$ cat src/rtl/main_clock.sv
// 24-hour BCD clock with alarm, hourly chime flag and a scanned 4-digit 7-segment display.
// Latency: tick/scan updates are visible one cycle later. Outputs other than Choose are combinational from registers and inputs.
module main_clock #(
  parameter int CLK_DIV  = 50_000_000,
  parameter int SCAN_DIV = 50_000
) (
  input  logic       CP50,
  input  logic       nCR,
  input  logic       Ctrl24To12,
  input  logic       EN,
  input  logic       SwitchMHToS,
  input  logic       DisplayA,
  input  logic       AdjH,
  input  logic       AdjM,
  output logic       LEDAlarm,
  output logic       LED0,
  output logic       LEDZ,
  output logic [3:0] Choose,
  output logic [6:0] HEX
);

  localparam int CW = (CLK_DIV > 1) ? $clog2(CLK_DIV) : 1;
  localparam int SW = (SCAN_DIV > 1) ? $clog2(SCAN_DIV) : 1;

  logic [CW-1:0] div_cnt;
  logic [SW-1:0] scan_cnt;
  logic [1:0]    digit;
  logic [7:0]    sec, min, hour;
  logic [7:0]    alarm_min, alarm_hour;

  logic tick, scan_step;
  logic adj_time_m, adj_time_h, adj_alarm_m, adj_alarm_h;
  logic sec_wrap, min_step, min_wrap, hour_step;

  // BCD increment with wrap to 00 after max
  function automatic logic [7:0] bcd_inc(input logic [7:0] v, input logic [7:0] max);
    logic [7:0] r;
    if (v == max)
      r = 8'h00;
    else if (v[3:0] == 4'd9)
      r = {v[7:4] + 4'd1, 4'd0};
    else
      r = v + 8'h01;
    return r;
  endfunction

  function automatic logic [7:0] to_12h(input logic [7:0] h);
    logic [7:0] r;
    if (h == 8'h00)
      r = 8'h12;
    else if (h == 8'h20)
      r = 8'h08;
    else if (h == 8'h21)
      r = 8'h09;
    else if (h >= 8'h13)
      r = h - 8'h12;
    else
      r = h;
    return r;
  endfunction

  function automatic logic [6:0] seg7(input logic [3:0] d);
    logic [6:0] s;
    case (d)
      4'd0:    s = 7'b1000000;
      4'd1:    s = 7'b1111001;
      4'd2:    s = 7'b0100100;
      4'd3:    s = 7'b0110000;
      4'd4:    s = 7'b0011001;
      4'd5:    s = 7'b0010010;
      4'd6:    s = 7'b0000010;
      4'd7:    s = 7'b1111000;
      4'd8:    s = 7'b0000000;
      4'd9:    s = 7'b0010000;
      default: s = 7'b1111111;
    endcase
    return s;
  endfunction

  assign tick      = (div_cnt == CW'(CLK_DIV - 1));
  assign scan_step = (scan_cnt == SW'(SCAN_DIV - 1));

  assign adj_time_m  = AdjM & ~DisplayA;
  assign adj_time_h  = AdjH & ~DisplayA;
  assign adj_alarm_m = AdjM & DisplayA;
  assign adj_alarm_h = AdjH & DisplayA;

  // Adjusting a field swallows the carry that would otherwise ripple out of the field below it
  assign sec_wrap  = EN & (sec == 8'h59);
  assign min_step  = adj_time_m | sec_wrap;
  assign min_wrap  = ~adj_time_m & sec_wrap & (min == 8'h59);
  assign hour_step = adj_time_h | min_wrap;

  always_ff @(posedge CP50) begin
    if (nCR) begin
      div_cnt    <= '0;
      scan_cnt   <= '0;
      digit      <= 2'd0;
      sec        <= 8'h00;
      min        <= 8'h00;
      hour       <= 8'h00;
      alarm_min  <= 8'h00;
      alarm_hour <= 8'h06;
    end else begin
      div_cnt  <= tick ? '0 : div_cnt + CW'(1);
      scan_cnt <= scan_step ? '0 : scan_cnt + SW'(1);
      if (scan_step)
        digit <= digit + 2'd1;
      if (tick) begin
        if (EN)
          sec <= bcd_inc(sec, 8'h59);
        if (min_step)
          min <= bcd_inc(min, 8'h59);
        if (hour_step)
          hour <= bcd_inc(hour, 8'h23);
        if (adj_alarm_m)
          alarm_min <= bcd_inc(alarm_min, 8'h59);
        if (adj_alarm_h)
          alarm_hour <= bcd_inc(alarm_hour, 8'h23);
      end
    end
  end

  assign LEDAlarm = ({hour, min} == {alarm_hour, alarm_min});
  assign LEDZ     = (min == 8'h59) & (sec[7:4] == 4'd5) & sec[0];
  assign LED0     = Ctrl24To12 & (hour >= 8'h12);
  assign Choose   = 4'b0001 << digit;

  logic [7:0] left_pair, right_pair, shown_hour;
  logic [3:0] digit_val;

  always_comb begin
    shown_hour = DisplayA ? alarm_hour : hour;
    if (Ctrl24To12)
      shown_hour = to_12h(shown_hour);
    if (DisplayA) begin
      left_pair  = shown_hour;
      right_pair = alarm_min;
    end else if (SwitchMHToS) begin
      left_pair  = min;
      right_pair = sec;
    end else begin
      left_pair  = shown_hour;
      right_pair = min;
    end
    case (digit)
      2'd0:    digit_val = right_pair[3:0];
      2'd1:    digit_val = right_pair[7:4];
      2'd2:    digit_val = left_pair[3:0];
      default: digit_val = left_pair[7:4];
    endcase
    HEX = seg7(digit_val);
  end

endmodule

$ cat config.mk
export PLATFORM = sky130hd
export DESIGN_NAME = main_clock
export DESIGN_NICKNAME = d
export VERILOG_FILES = /design/src/rtl/main_clock.sv
export SDC_FILE = /design/constraint.sdc
export NUM_CORES = 1
export LEC_CHECK = 0
export BUFFER_PORTS_ARGS = -buffer_cell sky130_fd_sc_hd__buf_2
export CAP_MARGIN = 20
export CORE_UTILIZATION = 57
export CTS_CLUSTER_DIAMETER = 40
export CTS_CLUSTER_SIZE = 10
export DETAILED_ROUTE_END_ITERATION = 10
export GPL_ROUTABILITY_DRIVEN = 0
export GPL_TIMING_DRIVEN = 1
export PLACE_DENSITY = 0.77
export SKIP_CTS_REPAIR_TIMING = 1
export SLEW_MARGIN = 20
export SYNTH_ARGS = -nofsm -noshare
export SYNTH_HDL_FRONTEND = slang
export SYNTH_SLANG_ARGS = --single-unit
$ cat constraint.sdc
create_clock -name CP50 -period 3.3 [get_ports CP50]
set_clock_uncertainty 0.1 [all_clocks]
set_input_delay 0.33 -clock CP50 [delete_from_list [all_inputs] [get_ports CP50]]
set_output_delay 0.33 -clock CP50 [all_outputs]
set_load 0.005 [all_outputs]
==> summary.md <==
| Metric | Value |
|---|---|
| Comb power frac | `~8%` |
| Sequential share of power | `about 52%` |
| Final core occ | `65.50%` |
| P per Cell Area | `308.4 nW/µm²` |
| Synth-to-Final Area Change | `11.92%` |
| H-tree depth | `3` |
| Rel. slew slack | `approximately 64%` |
| ANT cells | `0` |
| Min Tclk post-route | `3.355 ns` |
| Setup slack after layout | `-0.05459 ns` |
| Seq/Total Area, Yosys | `29.67%` |
| Sw Ratio | `about a quarter` |
| Sw power | `just under 500 µW` |
| Overflow after GRT | `0` |
| Syn nets | `742` |
| Remaining antenna violation count | `0` |
| RSZ-0062 raised after global routing | `yes` |
| Root buf cell | `clkbuf_8` |
| Slew @ Worst Pin | `0.5413 ns` |
| Clock power frac | `about two fifths` |
| Wl on met1 | `a little under 6000 µm` |
| CTS max path bufs | `2` |
| TritonCTS buffer count | `9` |
| Gr usage total | `25.48%` |
| Row cnt | `36` |
| Post-synth top flop | `dfxtp_1` |
| Met2 WL | `6334 µm` |
| First-pass GRT wire length | `20960 µm` |
| Final nets | `775` |
| CTS tree | `done` |
| Largest net degree at the start of global routing | `27` |
| Setup CP Type | `reg -> out` |
| Drt via density | `5.843` |
| Layout cells sized above 1 | `around a fifth` |
| Met3 wire len | `627 µm` |
| Leakage | `2.367 nW` |
| Setup slack, reg-to-reg | `approximately 0.64 ns` |
| Port Buf Inserts | `21` |
| Drt initial violations | `roughly 290` |
| Fin crit share | `101.7%` |
| Clk pin slew, worst setup/hold paths | `0.10 ns` |
| Worst Hold Class | `in -> reg` |
| Maximum VDD drop | `about 0.25 mV` |
| CP Launch Type | `flop` |
| Failing checks | `negative setup slack` |
| Seq cells post-synth | `84` |
| CP Data Arrival Time | `2.92 ns` |
| Max-cap viol count | `0` |
| Non-Filler Instances | `874` |
| Fin Hold WS | `0.1888 ns` |
| Synth async-reset ratio | `0%` |
| Crit path max fanout | `8` |
| Outcome | `finished with violations` |
| Aggregate routed wire length | `13100 µm` |
| Vias post-DR | `5107` |
| Die area | `between 10000 and 15000 µm²` |
| Total placed cells including tap cells | `844` |
| Core area | `slightly below 10000 µm²` |
| 1st-pass router iterations | `5` |
| Netlist cell types | `76` |
| Worst-Skew Late Latency | `0.36 ns` |
| Top Layer Used | `met4` |
| Mapped Area | `5668 µm²` |
| Drt drc | `0` |
| Crit. End Element | `output port` |
| Crit path required time | `2.87 ns` |
| Power Total | `roughly 2 mW` |
| Number of enable flip-flop cells after synthesis | `0` |
| Endpoints failing setup | `4` |
| Pint | `between 1 and 1.5 mW` |
| Clock sinks | `84` |
| Detailed placer's ending HPWL | `9614 µm` |
| Mean routed wirelength per cell | `roughly 15 µm` |
| Initial core utilization | `58.53%` |
| Final hold viol count | `0` |
| Commonest non-fill, non-tap cell in the layout | `nor2_1` |
| Commonest non-fill, non-tap cells in the layout | `nor2_1 (89), dfxtp_1 (74), nand2_1 (68)` |
| # IOs | `22` |
| Initial antenna violation count | `0` |
| Die Width | `101.7 µm` |
| Syn avg cell area | `8.062 µm²` |
| Synth Instances | `703` |
| Synth Warn # | `0` |
| Slew Viols, Final | `0` |
| Vias in the first global route | `between 4000 and 5000` |
| Fmax | `0.2981 GHz` |
| Die H | `101.7 µm` |
-- routing by layer --
layer  GRT usage [%]  up-vias
li1                -     2540
met1           31.20     2398
met2           43.81      138
met3           4.279       31
met4           11.26        0
met5               0        -
-- stage by stage --
stage / setup WS (ns) / instance area [µm²] / setup TNS [ns]
global route: -0.1580 / 6344 / -0.9593
global placement: 0.1012 / 5901 / 0
floorplan: 0.1169 / 5668 / 0
finish: -0.05459 / 6344 / -0.1108
CTS: -0.2906 / 6108 / -1.072
detailed placement: -0.07775 / 5901 / -0.1173
-- path summary, 6_finish.rpt --
path / startpoint / end / cells past startpoint
setup reg to reg: min[0] / hour[7] / 9
setup / recovery: hour[7] / HEX[3] / 12
hold / removal: EN / sec[3] / 3
hold reg to reg: scan_cnt[0] / scan_cnt[0] / 1
-- final cells by class --
class | instances | area, µm²
Multi-Input combinational cell | 557 | 3770
Inverter | 25 | 96.34
Clock inverter | 6 | 70.07
Tap cell | 133 | 166.4
Sequential cell | 84 | 1702
Timing Repair Buffer | 59 | 401.6
Clock buffer | 10 | 137.6
Fill cell | 798 | 3341
-- synth_stat cells (all sizes together), types with 3 or more instances --
cell	n	area [µm²]
nor2	90	337.8
dfxtp	84	1682
nand2	70	270.3
a21oi	42	217.7
xnor2	38	332.8
nand3	34	180.2
o21ai	34	181.4
ha	31	387.9
xor2	26	227.7
inv	25	93.84
nor3	24	130.1
clkbuf	21	78.83
and3	19	118.9
nand4	18	112.6
buf	16	140.1
mux2i	14	152.6
or3	13	81.33
mux2	9	108.9
a31oi	7	43.79
nor2b	7	43.79
nor4	6	43.79
a211oi	5	42.54
a221oi	5	43.79
and2	5	31.28
nor3b	4	41.29
and3b	3	26.28
and4	3	26.28
nand3b	3	22.52
nor4b	3	41.29
o21bai	3	45.05
-- kinds of logic (layout without fill, tap and decap cells) --
group,Yosys count,in the layout,synth area share (%)
AOI/OAI and AO/OA,124,124,14.90
buffers and inverters,62,100,5.519
and+or+nand+nor,315,315,28.57
adders and majority gates,31,31,6.843
xor gates and xnor gates,64,64,9.890
DFF,84,84,29.67
muxes,23,23,4.613
-- flip-flops by register name (all words and copies together) (netlist names) --
signal,cells
hour,8
min,8
sec,8
digit,2
alarm_min,8
alarm_hour,8
scan_cnt,16
div_cnt,26
-- power by group through the flow --
stage	sequential (mW)	combinational [mW]	clock [mW]
floorplan	1.05	0.101	0
global route	1.02	0.170	0.838
finish	1.02	0.156	0.779
CTS	1.02	0.135	0.797
detailed placement	1.05	0.135	0
global placement	1.05	0.131	0
-- worst max-delay path: stages (launching register included) --
cell	delay (ns)
dfxtp_4	0.38
or4_4	0.51
o21bai_4	0.22
nand2_4	0.10
a221o_1	0.14
a31oi_1	0.09
o32a_4	0.40
inv_4	0.09
ha_4	0.19
inv_2	0.06
mux2i_1	0.07
a21oi_1	0.16
buf_2	0.14
No activity file was read; power rests on OpenSTA's default activity.
